<file path="src/rtl/fifo_rd_packer_pkg.sv">
// Shared types and constants for the FIFO read-side packer.
package fifo_pack_pkg;

  // Packer FSM states: gather entries, then hold a finished word for downstream.
  typedef enum logic {
    COLLECT = 1'b0,
    HOLD    = 1'b1
  } pack_state_e;

  localparam int DEF_DSIZE  = 8;
  localparam int DEF_PACK_N = 4;

  // out_cnt must represent 1..PACK_N, so it needs one bit above the lane index.
  function automatic int cnt_width(input int pack_n);
    return $clog2(pack_n) + 1;
  endfunction

endpackage

</file>
<file path="src/rtl/fifo_rd_packer_if.sv">
// Bus bundle between the async FIFO read port, the packer and its consumer.
// master: the packer side; slave: the FIFO/consumer environment side.
interface fifo_rd_packer_if
  import fifo_pack_pkg::*;
#(
  parameter int DSIZE  = DEF_DSIZE,
  parameter int PACK_N = DEF_PACK_N
);

  logic                           rd_empty;
  logic [DSIZE-1:0]               fifo_data;
  logic                           rd_inc;
  logic                           flush;
  logic [DSIZE*PACK_N-1:0]        out_data;
  logic [cnt_width(PACK_N)-1:0]   out_cnt;
  logic                           out_valid;
  logic                           out_ready;

  modport master (
    input  rd_empty, fifo_data, flush, out_ready,
    output rd_inc, out_data, out_cnt, out_valid
  );

  modport slave (
    output rd_empty, fifo_data, flush, out_ready,
    input  rd_inc, out_data, out_cnt, out_valid
  );

endinterface

</file>
<file path="src/rtl/fifo_rd_packer_lane_ctr.sv">
// Lane index counter for the packer: increments per stored entry, clears
// when a word is emitted, flags the last lane.
module fifo_pack_lane_ctr #(
  parameter int PACK_N = 4
) (
  input  logic                      clk_i,
  input  logic                      rst_i,
  input  logic                      inc_i,
  input  logic                      clr_i,
  output logic [$clog2(PACK_N)-1:0] idx_o,
  output logic                      tc_o
);

  localparam int IW = $clog2(PACK_N);

  logic [IW-1:0] idx_q;
  logic [IW-1:0] idx_d;

  // Next index: clear wins over increment so a terminal pop restarts at lane 0.
  always_comb begin
    idx_d = idx_q;
    if (clr_i) begin
      idx_d = '0;
    end else if (inc_i) begin
      idx_d = idx_q + IW'(1);
    end
  end

  // Index register with asynchronous reset.
  always_ff @(posedge clk_i or posedge rst_i) begin
    if (rst_i) begin
      idx_q <= '0;
    end else begin
      idx_q <= idx_d;
    end
  end

  assign idx_o = idx_q;
  assign tc_o  = (idx_q == IW'(PACK_N - 1));

endmodule

</file>
<file path="src/rtl/fifo_rd_packer.sv">
// FIFO read-side packer: pops DSIZE-bit entries from a first-word-fall-through
// FIFO, packs PACK_N of them into one word and offers it on valid/ready.
// A flush pulse emits a partially filled word; unused lanes read 0.
// Build option: FIFO_RD_PACKER_MSB_FIRST_EN places the first entry in the
// most-significant lane (left-aligned partial words); default is LSB-first.
// PACK_N must be a power of two between 2 and 16.
module fifo_rd_packer
  import fifo_pack_pkg::*;
#(
  parameter int DSIZE  = DEF_DSIZE,
  parameter int PACK_N = DEF_PACK_N
) (
  input  logic              rd_clk,
  input  logic              r_rst,
  fifo_rd_packer_if.master  bus
);

  localparam int OSIZE = DSIZE * PACK_N;
  localparam int IW    = $clog2(PACK_N);
  localparam int CW    = cnt_width(PACK_N);

  pack_state_e                    state_q;
  pack_state_e                    state_d;
  logic [PACK_N-1:0][DSIZE-1:0]   lanes_q;
  logic [PACK_N-1:0][DSIZE-1:0]   lanes_d;
  logic [CW-1:0]                  cnt_q;
  logic [CW-1:0]                  cnt_d;

  logic [IW-1:0]                  idx;
  logic                           idx_tc;
  logic                           ctr_inc;
  logic                           ctr_clr;
  logic [IW-1:0]                  lane_sel;
  logic                           pop;

  // Pop only depends on registered state, FIFO empty and reset, never on
  // out_ready or flush, so the FIFO pop path stays short.
  assign pop = (state_q == COLLECT) && !bus.rd_empty && !r_rst;

`ifdef FIFO_RD_PACKER_MSB_FIRST_EN
  assign lane_sel = IW'(PACK_N - 1) - idx;
`else
  assign lane_sel = idx;
`endif

  fifo_pack_lane_ctr #(
    .PACK_N (PACK_N)
  ) u_lane_ctr (
    .clk_i (rd_clk),
    .rst_i (r_rst),
    .inc_i (ctr_inc),
    .clr_i (ctr_clr),
    .idx_o (idx),
    .tc_o  (idx_tc)
  );

  // Next-state, lane write and count logic for the COLLECT/HOLD FSM.
  always_comb begin
    state_d = state_q;
    lanes_d = lanes_q;
    cnt_d   = cnt_q;
    ctr_inc = 1'b0;
    ctr_clr = 1'b0;
    case (state_q)
      COLLECT: begin
        if (pop) begin
          lanes_d[lane_sel] = bus.fifo_data;
          if (idx_tc || bus.flush) begin
            // Entry is stored first, then the word closes with idx+1 lanes.
            state_d = HOLD;
            cnt_d   = {1'b0, idx} + CW'(1);
            ctr_clr = 1'b1;
          end else begin
            ctr_inc = 1'b1;
          end
        end else if (bus.flush && (idx != '0)) begin
          state_d = HOLD;
          cnt_d   = {1'b0, idx};
          ctr_clr = 1'b1;
        end
      end
      HOLD: begin
        // Flush is deliberately ignored here; the word waits for out_ready.
        if (bus.out_ready) begin
          state_d = COLLECT;
          lanes_d = '0;
          cnt_d   = '0;
        end
      end
      default: begin
        state_d = COLLECT;
      end
    endcase
  end

  // State, lane and count registers; reset discards any partial or pending word.
  always_ff @(posedge rd_clk or posedge r_rst) begin
    if (r_rst) begin
      state_q <= COLLECT;
      lanes_q <= '0;
      cnt_q   <= '0;
    end else begin
      state_q <= state_d;
      lanes_q <= lanes_d;
      cnt_q   <= cnt_d;
    end
  end

  assign bus.rd_inc    = pop;
  assign bus.out_data  = OSIZE'(lanes_q);
  assign bus.out_cnt   = cnt_q;
  assign bus.out_valid = (state_q == HOLD);

endmodule

</file>
<file path="src/flat_wrapper.sv">
// flat-port wrapper written by rule: the top's interface ports become plain ports
module fifo_rd_packer_flat import fifo_pack_pkg::*;
#(
  parameter int DSIZE  = DEF_DSIZE,
  parameter int PACK_N = DEF_PACK_N
)
  (rd_clk, r_rst, bus_rd_empty, bus_fifo_data, bus_flush, bus_out_ready, bus_rd_inc, bus_out_data, bus_out_cnt, bus_out_valid);
  fifo_rd_packer_if #(.DSIZE(DSIZE), .PACK_N(PACK_N)) bus_i ();
  input  logic rd_clk;
  input  logic r_rst;
  input wire logic [$bits(bus_i.rd_empty)-1:0] bus_rd_empty;
  input wire logic [$bits(bus_i.fifo_data)-1:0] bus_fifo_data;
  input wire logic [$bits(bus_i.flush)-1:0] bus_flush;
  input wire logic [$bits(bus_i.out_ready)-1:0] bus_out_ready;
  output wire logic [$bits(bus_i.rd_inc)-1:0] bus_rd_inc;
  output wire logic [$bits(bus_i.out_data)-1:0] bus_out_data;
  output wire logic [$bits(bus_i.out_cnt)-1:0] bus_out_cnt;
  output wire logic [$bits(bus_i.out_valid)-1:0] bus_out_valid;
  assign bus_i.rd_empty = bus_rd_empty;
  assign bus_i.fifo_data = bus_fifo_data;
  assign bus_i.flush = bus_flush;
  assign bus_i.out_ready = bus_out_ready;
  assign bus_rd_inc = bus_i.rd_inc;
  assign bus_out_data = bus_i.out_data;
  assign bus_out_cnt = bus_i.out_cnt;
  assign bus_out_valid = bus_i.out_valid;
  fifo_rd_packer #(.DSIZE(DSIZE), .PACK_N(PACK_N)) u_core (.rd_clk(rd_clk), .r_rst(r_rst), .bus(bus_i));
endmodule
</file>
<file path="config.mk">
export PLATFORM = sky130hd
export DESIGN_NAME = fifo_rd_packer_flat
export DESIGN_NICKNAME = d
export VERILOG_FILES = /design/src/rtl/fifo_rd_packer_pkg.sv /design/src/rtl/fifo_rd_packer_if.sv /design/src/rtl/fifo_rd_packer_lane_ctr.sv /design/src/rtl/fifo_rd_packer.sv /design/src/flat_wrapper.sv
export SDC_FILE = /design/constraint.sdc
export NUM_CORES = 1
export LEC_CHECK = 0
export ABC_AREA = 0
export CAP_MARGIN = 20
export CORE_ASPECT_RATIO = 2
export CORE_UTILIZATION = 45
export CTS_CLUSTER_DIAMETER = 120
export DETAILED_ROUTE_END_ITERATION = 12
export GPL_ROUTABILITY_DRIVEN = 0
export PLACE_DENSITY = 0.76
export SYNTH_ARGS = -nofsm -noshare
export SYNTH_HDL_FRONTEND = slang
export SYNTH_SLANG_ARGS = --single-unit
</file>
<file path="constraint.sdc">
create_clock -name rd_clk -period 3.15 [get_ports rd_clk]
set_input_delay 0.4725 -clock rd_clk [delete_from_list [all_inputs] [get_ports rd_clk]]
set_output_delay 0.4725 -clock rd_clk [all_outputs]
set_load 0.01 [all_outputs]
</file>
==> out/qor.yml, run 1 <==
status: "complete, no violations"
crit_type: "input pin to output port"
worstSetupStartpoint: "r_rst"
synthMuxAreaShare_pct: 0.631
dr.pass1.iters: 4
worst_skew_pair.late_latency_ps: 290
cts.sinks: 38
netlist_top_cells_count: "38 x dfrtp_1, 34 x o21ai_0, 27 x inv_1, 24 x nand4_1, 17 x nand2_1"
fp.dieH_um: 91.1
antenna_found_initial: 0
syn_avg_cell_area_um2: 9.70
p_sw_mw: 0.767
finalSetupTns_ps: 0
start_util_pct: 46.5
ctsResizeCount: 0
reg2reg_depth: 5
yosysTopAreaCell: "dfrtp_1"
required_ps: 2680
antenna_left: 0
seqPwrFrac_pct: 38.4
ir_worst_vdd_mv: 0.501
p_sw_share_pct: 36.1
clockBufferDepth: 2
fin_worst_skew_ps: 3.95
die_w_um: 46.5
dieArea_um2: 4240
hpwl_mm: 3.14
grt_pass1_vias: 1498
dr_total_vias: 1541
startpoint_type: "input pin"
synth_top_family_by_area: "simple AND/OR/NAND/NOR gates"
grt-ovfl-total: 0
final_hold_viol_count: 0
cpMaxStageDelayCell: "clkdlybuf4s50_1"
worst_pin_slew_ps: 673
n_fill_cell: 351
root_buffer: "clkbuf_8"
track_usage_pct: 23.5
worst_slack_ps: 708
p_leak_nw: 1.02
htreeDepth: 2
syn_nets: 201
final_nets: 250
r2r-start: "u_core.u_lane_ctr.idx_o[0]"
io_pins: 50
cts_tree: "built"
hold_buffers: 0
syn2layout_area_growth_pct: 35.5
synth_simple_gate_area_share_pct: 17.9
fmax_mhz: 409
synth_compound_area_share_pct: 16.5
pre_cts_ws_ps: 696
grt_start_max_net_pins: 39
finalWirelength_mm: 4.42
internal-power_mw: 1.36
ys_ff_latch: 38
syn_inst: 184
drt_iter0_markers: 84
clkPwrFrac_pct: 18.2
max_stage_delay_ps: 550
synth_xor_xnor_area_share_pct: 0
cp_max_fo: 8
regArea_um2: 951
drive_gt1_share_pct: 8.55
routed_via_density: 5.41
rsz0062_at_grt: "no"
cpMostUsedCell: "clkdlybuf4s50_1"
synth.distinct_cells: 35
n_antenna_cell: 0
row_count: 32
synth_top_area_share_pct: 53.3
post-synth-top-count-cell: "dfrtp_1"
period_share_pct: 77.5
grt_pass1_wl_mm: 7.06
min_path_type: "flop to flop"
relSlewSlack_pct: 55.0
hold_path_depth: 1
power_frac_comb_pct: 43.4
post_cts_buffers: 0
drc: 0
post-route-min-period_ps: 2440
ys_warn_count: 0
setup_violations: 0
cts.clk_slew.worst_paths_ps: 70
crit_chain: "clkdlybuf4s50_1 -> nor3_2 -> buf_4 -> clkdlybuf4s50_1"
cts-buffers-inserted: 5
synth_ff_type: "dfrtp_1"
worstSetupEndpointType: "output port"
hp-start: "u_core.bus.out_cnt[1]"
report.final.slew_viol_count: 0
pwr_density_cell_nw_per_um2: 878
io_buffers: 49
synthTopCellsByArea: "dfrtp_1 53%, o21ai_0 9.5%, nand4_1 8.4%"
cp.arrival_ps: 1970
multi_input_area_um2: 677
maxCapViolations: 0
ys_seq_area_share_pct: 53.3
synth-adder-area-share_pct: 2.80
synth_area_um2: 1790
async_flop_share_pct: 100
synth-edff-count: 0
avgRoutedWirePerCell_um: 15.5
coreArea_um2: 3840
==> state kept, by name (all words and copies together), names as in the netlist <==
| signal | cells |
|---|---|
| u_core.bus.out_data | 32 |
| u_core.bus.out_valid | 1 |
| u_core.u_lane_ctr.idx_o | 2 |
| u_core.bus.out_cnt | 3 |
==> cell families (layout without fill, tap and decap cells) <==
kind of cell / count (synthesis) / count (layout)
mux: 1 / 1
fa+ha+maj: 4 / 4
compound gates: 49 / 49
simple gates: 54 / 54
buf+inv: 38 / 88
flops: 38 / 38
==> area by class of cell <==
class                           instances  area share [%]
Sequential cell                        38            39.3
Timing Repair Buffer                   52            21.2
Multi-Input combinational cell        108            28.0
Clock buffer                            8            4.55
Tap cell                               51            2.64
Inverter                               28            4.34
==> layer usage <==
metal	share of wire (%)	track usage (%)	vias to the layer above
li1	-	-	735
met1	36	28.3	731
met2	54	37.4	58
met3	5.5	3.98	17
met4	4.4	12.7	0
met5	0	0	-
==> through the flow <==
step                      power [mW]  cell area (µm²)  utilization, %  hold WS [ps]  instances
final                           2.12             2420            63.0           493        285
after detailed placement        1.75             2310            60.1           482        277
after floorplan                 1.27             1790               -           529        184
after global placement          1.74             2310            60.1           479        277
after global routing            2.25             2420            63.0           531        285
after CTS                       2.14             2420            63.0           499        285
==> cells in the final DEF, fill, tap and decap left out, types with 2 or more instances in the layout <==
cell type	instances
clkdlybuf4s50_1	49
dfrtp_1	38
o21ai_0	34
inv_1	27
nand4_1	24
nand2_1	17
clkbuf_8	8
ha_1	4
a21o_1	3
buf_4	3
nor2_1	2
or3b_2	2
o2111ai_1	2
a21oi_1	2
==> path summary, 6_finish.rpt <==
check | slack [ps] | end
setup / recovery | 710 | bus_rd_inc
hold / removal | 490 | u_core.bus.out_cnt[1]
setup reg to reg | 1070 | u_core.bus.out_cnt[1]
hold reg to reg | 490 | u_core.bus.out_cnt[1]
max in group asynchronous | 2000 | u_core.bus.out_data[8]
min in group asynchronous | 810 | u_core.bus.out_cnt[1]
==> power by group through the flow <==
stage / logic [mW] / clock network [mW] / registers [mW]
3_5_place_dp: 0.924 / 0 / 0.822
5_1_grt: 1.00 / 0.410 / 0.839
4_1_cts: 0.930 / 0.397 / 0.818
3_3_place_gp: 0.914 / 0 / 0.821
2_1_floorplan: 0.414 / 0 / 0.858
6_report: 0.923 / 0.386 / 0.815
==> critical path, delay by kind of cell <==
kind | cells | cell delay (ps)
and+or+nand+nor | 1 | 230
buffers and inverters | 3 | 1270
Note: power is estimated with default switching activity, not from simulation.
==> inputs of run 2 (changes only) <==
- clock period: 3.15 -> 2.4 ns (I/O delays scaled with it)
==> out/qor.yml, run 2 (same netlist as run 1, synthesis figures left out) <==
dieArea_um2: 4240
most-common-layout-cells: "49 x clkdlybuf4s50_1, 38 x dfrtp_1, 34 x o21ai_0, 27 x inv_1, 24 x nand4_1"
worstSetupEndpointType: "output port"
n_antenna_cell: 0
n_fill_cell: 362
min_path_type: "flop to flop"
root_buffer: "clkbuf_8"
hp-start: "u_core.bus.out_cnt[1]"
post-route-min-period_ps: 2110
period_share_pct: 88.0
reg2reg_slack_ps: 450
total_power_mw: 2.71
fp.dieH_um: 91.1
track_usage_pct: 23.8
pwr_density_cell_nw_per_um2: 1120
final_nets: 253
r2r_end: "u_core.bus.out_cnt[1]"
startpoint_type: "input pin"
status: "complete, no violations"
start_util_pct: 46.5
cts_tree: "built"
finalSetupTns_ps: 0
io_buffers: 49
cp_max_fo: 7
post_cts_buffers: 0
required_ps: 2040
io_pins: 50
finalWirelength_mm: 4.47
drive_gt1_share_pct: 8.47
grt_pass1_wl_mm: 7.20
clockBufferDepth: 2
hold_path_depth: 1
antenna_left: 0
fin_worst_skew_ps: 4.56
antenna_found_initial: 0
worst_pin_slew_ps: 479
dr_total_vias: 1544
dr.pass1.iters: 4
final_hold_viol_count: 0
r2r-start: "u_core.u_lane_ctr.idx_o[0]"
grt-ovfl-total: 0
ctsResizeCount: 0
row_count: 32
rsz0062_at_grt: "no"
report.final.slew_viol_count: 0
grt_pass1_vias: 1525
coreArea_um2: 3840
drc: 0
drt_iter0_markers: 66
hold_buffers: 0
avgRoutedWirePerCell_um: 15.6
setup_violations: 0
hpwl_mm: 3.18
syn2layout_area_growth_pct: 34.9
fmax_mhz: 473
largest_reg_flops: 32
relSlewSlack_pct: 68.1
worst_skew_pair.late_latency_ps: 290
p_leak_nw: 1.02
min_to: "u_core.bus.out_cnt[1]"
cts-buffers-inserted: 5
grt_start_max_net_pins: 29
final_common_cell: "clkdlybuf4s50_1"
die_w_um: 46.5
crit_type: "input pin to output port"
htreeDepth: 2
routed_via_density: 5.38
maxCapViolations: 0
cts.clk_slew.worst_paths_ps: 70
reg2reg_depth: 4
ir_worst_vdd_mv: 0.670
cp.arrival_ps: 1750
cts.sinks: 38
-- run 2: cell types whose count changed in the layout (fill, tap and decap cells not counted) --
cell      previous run  this run
clkbuf_1             0         2
clkbuf_8             8         5
buf_4                3         6
-- run 2: layout make-up --
class | instances | area (µm²) | area share (%)
well taps | 51 | 63.8 | 2.65
inverters | 28 | 105 | 4.36
multi-input cells | 108 | 677 | 28.1
clock buffers | 7 | 76.3 | 3.17
repair buffers | 55 | 536 | 22.2
flip-flops and latches | 38 | 951 | 39.5
-- run 2: power breakdown --
part	internal, mW	switching [mW]	total, mW
Combinational	0.629	0.601	1.23
Sequential	0.876	0.189	1.07
Clock	0.200	0.213	0.413
-- run 2: routing by layer --
layer  track usage, %  up-vias  routed length, µm
met4             11.5        0                118
met5                0        -                  0
met1             30.8      741               1800
met3             3.18        9                180
li1                 -      743                  -
met2             37.2       51               2370
-- run 2: critical path, cell delays in order --
cell and delay [ps]:
clkdlybuf4s50_1 560, nor3_2 260, clkdlybuf4s50_1 570
-- run 2: how the worst max path moves through the flow --
stage / from / cells past startpoint / slack, ps / end
2_1_floorplan: u_core.u_lane_ctr.idx_o[0] / 5 / 670 / u_core.bus.out_cnt[1]
3_3_place_gp: r_rst / 3 / 310 / bus_rd_inc
3_5_place_dp: r_rst / 3 / 270 / bus_rd_inc
4_1_cts: r_rst / 3 / 270 / bus_rd_inc
5_1_grt: r_rst / 3 / 200 / bus_rd_inc
6_report: r_rst / 3 / 290 / bus_rd_inc
-- run 2: per-stage QoR --
step | cell area [µm²] | cells | hold WS, ps | util, % | setup slack, ps
floorplan | 1790 | 184 | 442 | - | 669
global placement | 2330 | 280 | 485 | 60.7 | 309
detailed placement | 2330 | 280 | 483 | 60.7 | 271
CTS | 2410 | 287 | 498 | 62.7 | 273
global route | 2410 | 287 | 524 | 62.7 | 201
finish | 2410 | 287 | 497 | 62.7 | 287
